--- config.mk ---
export PLATFORM = sky130hd
export DESIGN_NAME = dma_copy_engine
export DESIGN_NICKNAME = d
export VERILOG_FILES = /design/src/rtl/dma_pkg.sv /design/src/rtl/dma_bus_handshake.sv /design/src/rtl/dma_copy_engine.sv
export SDC_FILE = /design/constraint.sdc
export NUM_CORES = 1
export LEC_CHECK = 0
export BUFFER_PORTS_ARGS = -buffer_cell sky130_fd_sc_hd__buf_2
export CORE_UTILIZATION = 45
export CTS_CLUSTER_SIZE = 24
export DETAILED_ROUTE_END_ITERATION = 8
export PLACE_DENSITY_LB_ADDON = 0.08
export RECOVER_POWER = 25
export SLEW_MARGIN = 10
export SYNTH_ARGS = -nofsm -noshare
export SYNTH_HDL_FRONTEND = slang
export SYNTH_SLANG_ARGS = --single-unit
export TNS_END_PERCENT = 10
--- constraint.sdc ---
create_clock -name clk -period 3.1 [get_ports clk]
set_clock_uncertainty 0.05 [all_clocks]
set_input_delay 0.31 -clock clk [delete_from_list [all_inputs] [get_ports clk]]
set_output_delay 0.31 -clock clk [all_outputs]
set_load 0.05 [all_outputs]
--- src/rtl/dma_pkg.sv ---
// Shared types and constants for the DMA copy engine.
// State encoding, bus sign mask and word size.
package dma_pkg;

    typedef enum logic [2:0] {
        IDLE       = 3'd0,
        RD_REQ     = 3'd1,
        RD_WAIT_HI = 3'd2,
        RD_WAIT_LO = 3'd3,
        WR_REQ     = 3'd4,
        WR_WAIT_HI = 3'd5,
        WR_WAIT_LO = 3'd6,
        FINISH     = 3'd7
    } dma_state_e;

    localparam logic [3:0] SIGN_MASK_WORD = 4'b0111;
    localparam int         WORD_BYTES     = 4;

endpackage

--- src/rtl/dma_bus_handshake.sv ---
// Single-request bus initiator: registers one read or write request,
// tracks the responder stall high->low and captures read data.
module dma_bus_handshake #(
    parameter int ADDR_W = 12
) (
    input  logic              clk,
    input  logic              rst_n,
    input  logic              rd_go,
    input  logic              wr_go,
    input  logic [ADDR_W-1:0] go_addr,
    input  logic [31:0]       go_wdata,
    input  logic              stall,
    input  logic [31:0]       rdata_in,
    output logic [ADDR_W-1:0] mem_addr,
    output logic [31:0]       mem_write_data,
    output logic              mem_memread,
    output logic              mem_memwrite,
    output logic              ack,
    output logic [31:0]       word_nxt
);

    logic        pend;
    logic        hi;
    logic        rd_op;
    logic [31:0] word;

    // Ack fires in the first stall-low cycle after the stall was seen high.
    always_comb begin
        ack      = pend && hi && !stall;
        word_nxt = (ack && rd_op) ? rdata_in : word;
    end

    // Request registers, stall tracking and read-data capture.
    always_ff @(posedge clk or negedge rst_n) begin
        if (!rst_n) begin
            mem_memread    <= 1'b0;
            mem_memwrite   <= 1'b0;
            mem_addr       <= '0;
            mem_write_data <= '0;
            pend           <= 1'b0;
            hi             <= 1'b0;
            rd_op          <= 1'b0;
            word           <= '0;
        end else begin
            mem_memread  <= rd_go;
            mem_memwrite <= wr_go;
            if (rd_go || wr_go) begin
                mem_addr <= go_addr;
                pend     <= 1'b1;
                hi       <= 1'b0;
                rd_op    <= rd_go;
            end else if (ack) begin
                pend <= 1'b0;
                hi   <= 1'b0;
            end else if (pend && stall) begin
                hi <= 1'b1;
            end
            if (wr_go) begin
                mem_write_data <= go_wdata;
            end
            if (ack && rd_op) begin
                word <= rdata_in;
            end
        end
    end

endmodule

--- src/rtl/dma_copy_engine.sv ---
// Word-wise block copy engine on the data-memory request/stall port.
// Optional running checksum of copied words: DMA_CHECKSUM_EN.
module dma_copy_engine
    import dma_pkg::*;
#(
    parameter int ADDR_W = 12,
    parameter int LEN_W  = 10
) (
    input  logic              clk,
    input  logic              rst_n,
    input  logic              start,
    input  logic [ADDR_W-1:0] src_addr,
    input  logic [ADDR_W-1:0] dst_addr,
    input  logic [LEN_W-1:0]  len_words,
    output logic              busy,
    output logic              done,
    output logic [ADDR_W-1:0] mem_addr,
    output logic [31:0]       mem_write_data,
    output logic              mem_memread,
    output logic              mem_memwrite,
    output logic [3:0]        mem_sign_mask,
    input  logic              mem_clk_stall,
    input  logic [31:0]       mem_read_data
`ifdef DMA_CHECKSUM_EN
    ,
    output logic [31:0]       checksum
`endif
);

    dma_state_e        state, nxt;
    logic [ADDR_W-1:0] src_q, dst_q, src_n, dst_n;
    logic [LEN_W-1:0]  rem_q, rem_n;
    logic              busy_d, done_d;
    logic              rd_go, wr_go, accept, capture;
    logic [ADDR_W-1:0] go_addr;
    logic              ack;
    logic [31:0]       word_nxt;

    // Next state, working-register updates and registered-output values.
    always_comb begin
        nxt     = state;
        src_n   = src_q;
        dst_n   = dst_q;
        rem_n   = rem_q;
        done_d  = 1'b0;
        accept  = 1'b0;
        capture = 1'b0;
        unique case (state)
            IDLE: begin
                if (start && !mem_clk_stall) begin
                    accept = 1'b1;
                    src_n  = {src_addr[ADDR_W-1:2], 2'b00};
                    dst_n  = {dst_addr[ADDR_W-1:2], 2'b00};
                    rem_n  = len_words;
                    nxt    = (len_words == '0) ? FINISH : RD_REQ;
                end
            end
            RD_REQ:     nxt = RD_WAIT_HI;
            RD_WAIT_HI: if (mem_clk_stall) nxt = RD_WAIT_LO;
            RD_WAIT_LO: begin
                if (ack) begin
                    capture = 1'b1;
                    nxt     = WR_REQ;
                end
            end
            WR_REQ:     nxt = WR_WAIT_HI;
            WR_WAIT_HI: if (mem_clk_stall) nxt = WR_WAIT_LO;
            WR_WAIT_LO: begin
                if (ack) begin
                    src_n = src_q + ADDR_W'(WORD_BYTES);
                    dst_n = dst_q + ADDR_W'(WORD_BYTES);
                    rem_n = rem_q - LEN_W'(1);
                    if (rem_n == '0) begin
                        nxt    = FINISH;
                        done_d = 1'b1;
                    end else begin
                        nxt = RD_REQ;
                    end
                end
            end
            // A zero-length copy arrives here without a pulse yet.
            FINISH: begin
                nxt    = IDLE;
                done_d = !done;
            end
            default: nxt = IDLE;
        endcase
        rd_go   = (nxt == RD_REQ);
        wr_go   = (nxt == WR_REQ);
        go_addr = rd_go ? src_n : dst_n;
        busy_d  = (nxt != IDLE) && (nxt != FINISH);
    end

    // State, working registers and status outputs.
    always_ff @(posedge clk or negedge rst_n) begin
        if (!rst_n) begin
            state         <= IDLE;
            src_q         <= '0;
            dst_q         <= '0;
            rem_q         <= '0;
            busy          <= 1'b0;
            done          <= 1'b0;
            mem_sign_mask <= SIGN_MASK_WORD;
        end else begin
            state         <= nxt;
            src_q         <= src_n;
            dst_q         <= dst_n;
            rem_q         <= rem_n;
            busy          <= busy_d;
            done          <= done_d;
            mem_sign_mask <= SIGN_MASK_WORD;
        end
    end

`ifdef DMA_CHECKSUM_EN
    // Running sum of every word read, restarted on each accepted start.
    always_ff @(posedge clk or negedge rst_n) begin
        if (!rst_n) begin
            checksum <= '0;
        end else if (accept) begin
            checksum <= '0;
        end else if (capture) begin
            checksum <= checksum + word_nxt;
        end
    end
`endif

    dma_bus_handshake #(
        .ADDR_W (ADDR_W)
    ) u_hs (
        .clk            (clk),
        .rst_n          (rst_n),
        .rd_go          (rd_go),
        .wr_go          (wr_go),
        .go_addr        (go_addr),
        .go_wdata       (word_nxt),
        .stall          (mem_clk_stall),
        .rdata_in       (mem_read_data),
        .mem_addr       (mem_addr),
        .mem_write_data (mem_write_data),
        .mem_memread    (mem_memread),
        .mem_memwrite   (mem_memwrite),
        .ack            (ack),
        .word_nxt       (word_nxt)
    );

endmodule

==> flow_summary.ini <==
[route]
drc_errors = 0
wire_per_inst_um = 16.1
drtIter0Drc = 195
finalWirelength_um = 12200
vias = 4073
vias_per_cell = 5.37
first_pass_iters = 4
ant_nets = 0

[worst_setup_path]
reg2reg_to = u_hs.mem_addr[1]
critPathKind = flip-flop to flip-flop
cp.arrival_ns = 2.84
end_kind = flip-flop
path_max_fanout = 14
crit_path_start_kind = flip-flop
reg2reg_depth = 8
required_ns = 3.34
worst-r2r-setup-slack_ns = 0.50
rr_startpoint = rem_q[1]

[sta]
finalCritPeriodShare = 0.839
tns_ns = 0
hold_viol = 0
rsz0062_at_grt = no
holdWs_ns = 0.0723
max_freq_ghz = 0.385
setup-violations-final = 0
slew_violations = 70
tightest_slew_ns = 1.80
max_slew_margin = -0.198
min_period_ns = 2.60

[grt]
grt_max_degree = 71
grt_pass1_vias = 4161
grt-ovfl-total = 0
grt_pass1_wl_um = 20600
grtUsageTotal = 0.209
antenna_found_initial = 0

[cells_and_area]
fin_cells = 759
syn2layout_area_growth_pct = 23.2
nNetsFinal = 654
drive_above_1_share = 0.411
diodes = 0
final_cell_mix = 120 x dfrtp_1, 112 x buf_2, 79 x mux2_2
final_common_cell = dfrtp_1

[logic_synthesis]
synth-seq-area-share = 0.536
yosys_most_used_dff = dfrtp_1
synth_edf_count = 0
synth_seq_cells = 120
synth_top_area_cell = dfrtp_1
synth_top_area_frac = 0.536
avgSynthCellArea_um2 = 12.0
async_reset_ff_frac = 1.00
synth.distinct_cells = 63
syn_area_um2 = 5600
synthCells = 468
synth-warning-count = 0
synthTopCellsByArea = dfrtp_1 54%, mux2_2 16%, o21ai_0 2.3%

[die]
die_x_um = 114
die_y_um = 114
core-area_um2 = 12100
start_util = 0.464
row_count = 40
design.die.area_um2 = 12900
ios = 122

[cts]
clockBufferDepth = 2
h-tree-depth = 4
cts_setup_buffers = 0
clkLatencyLatePin_ns = 0.41
cts_buffers = 17
path_clk_slew_ns = 0.05
root_buffer = clkbuf_16
cts_tree = done
ctsResizeCount = 0
clock_sinks = 120
hold_buffers = 0

[flow_run]
cap_violations = 1

[placement]
port-buffer-count = 113
dp_cells = 729
dp_hpwl_um = 8250
place_congestion = 0.807

[power_and_ir_drop]
power_density_nw_per_um2 = 1110
ir_worst_vdd_uv = 649
comb_power_share = 0.395
p_int_w = 0.00464
sw_frac_of_total = 0.396
power_leakage_nw = 3.34
seqPwrFrac = 0.354
clock_power_share = 0.252
switchingPower_w = 0.00304

[hold_path]
whs_path_depth = 2
min_from = dst_addr[6]
min_to = dst_q[6]
hold_class = primary input to flip-flop

[status]
violations = max-capacitance violations, max-slew violations
status = complete, but fails checks
==> Yosys cell counts (all sizes together) (7+ instances only) <==
| master | instances |
|---|---|
| clkbuf | 12 |
| and2 | 7 |
| inv | 8 |
| nor2 | 16 |
| a21oi | 11 |
| buf | 21 |
| o21ai | 26 |
| and3 | 7 |
| nand2 | 30 |
| o211ai | 12 |
| nand3 | 15 |
| dfrtp | 120 |
| nor4 | 8 |
| mux2 | 86 |
| nand4 | 7 |
| nor3 | 9 |
==> worst max-delay path, cell delays in order (launching register included) <==
cell	delay (ns)
dfrtp_1	0.44
inv_1	0.13
ha_1	0.14
or4b_1	0.46
nor4_2	0.28
a31oi_1	0.17
nor3_4	0.17
buf_4	0.27
mux2_2	0.36
==> final cells by class <==
type | instances | area, um2
Fill cell | 1073 | 5170
Sequential cell | 120 | 3000
Multi-Input combinational cell | 309 | 2400
Timing Repair Buffer | 124 | 673
Clock buffer | 22 | 454
Tap cell | 168 | 210
Clock inverter | 8 | 124
Inverter | 8 | 30.0
==> power by group through the flow <==
stage	logic (W)	registers (W)	clock network, W
2_1_floorplan	0.00158	0.00344	0
3_3_place_gp	0.00298	0.00270	0
3_5_place_dp	0.00304	0.00273	0
4_1_cts	0.00306	0.00271	0.00199
5_1_grt	0.00328	0.00282	0.00205
6_report	0.00303	0.00272	0.00193
==> state kept, by name (all words and copies together), names as in the netlist <==
| register | flops |
|---|---|
| u_hs.mem_write_data | 32 |
| u_hs.word | 32 |
| dst_q | 12 |
| src_q | 12 |
| u_hs.mem_addr | 12 |
| rem_q | 10 |
| state | 3 |
| busy | 1 |
| done | 1 |
| u_hs.hi | 1 |
| u_hs.mem_memread | 1 |
| u_hs.mem_memwrite | 1 |
| u_hs.pend | 1 |
| u_hs.rd_op | 1 |
==> layer usage <==
metal  track usage  up-vias  routed length [um]
met5             0        -                   0
met2         0.337      112                5890
met4        0.0789        0                 189
met1         0.259     2008                5410
li1              -     1938                   -
met3        0.0707       15                 699
==> worst max-delay path by stage <==
stage	slack (ns)	depth (start not counted)	from	to
4_1_cts	0.48	8	rem_q[0]	u_hs.mem_addr[11]
3_5_place_dp	0.50	8	rem_q[0]	u_hs.mem_addr[11]
3_3_place_gp	0.53	7	rem_q[0]	u_hs.mem_addr[11]
2_1_floorplan	0.67	9	rem_q[0]	u_hs.mem_addr[10]
6_report	0.50	8	rem_q[1]	u_hs.mem_addr[1]
5_1_grt	0.26	8	rem_q[1]	u_hs.mem_addr[9]
==> per-stage QoR <==
stage / util / worst slack [ns] / power, W / area [um2]
after floorplan: - / 0.670 / 0.00502 / 5610
after global routing: 0.572 / 0.262 / 0.00816 / 6900
after global placement: 0.524 / 0.531 / 0.00568 / 6320
after CTS: 0.572 / 0.479 / 0.00775 / 6900
final: 0.572 / 0.500 / 0.00768 / 6900
after detailed placement: 0.524 / 0.495 / 0.00577 / 6320
==> kinds of logic (layout without fill, tap and decap cells) <==
kind of cell | after synthesis | in the layout | synth area share
buf+inv | 41 | 162 | 0.0375
fa+ha+maj | 4 | 4 | 0.00894
flops | 120 | 120 | 0.536
simple gates | 123 | 123 | 0.123
mux | 89 | 89 | 0.181
other cells | 2 | 4 | 0.00134
xor+xnor | 3 | 3 | 0.00469
compound gates | 86 | 86 | 0.107
Note: power is estimated with default switching activity, not from simulation.
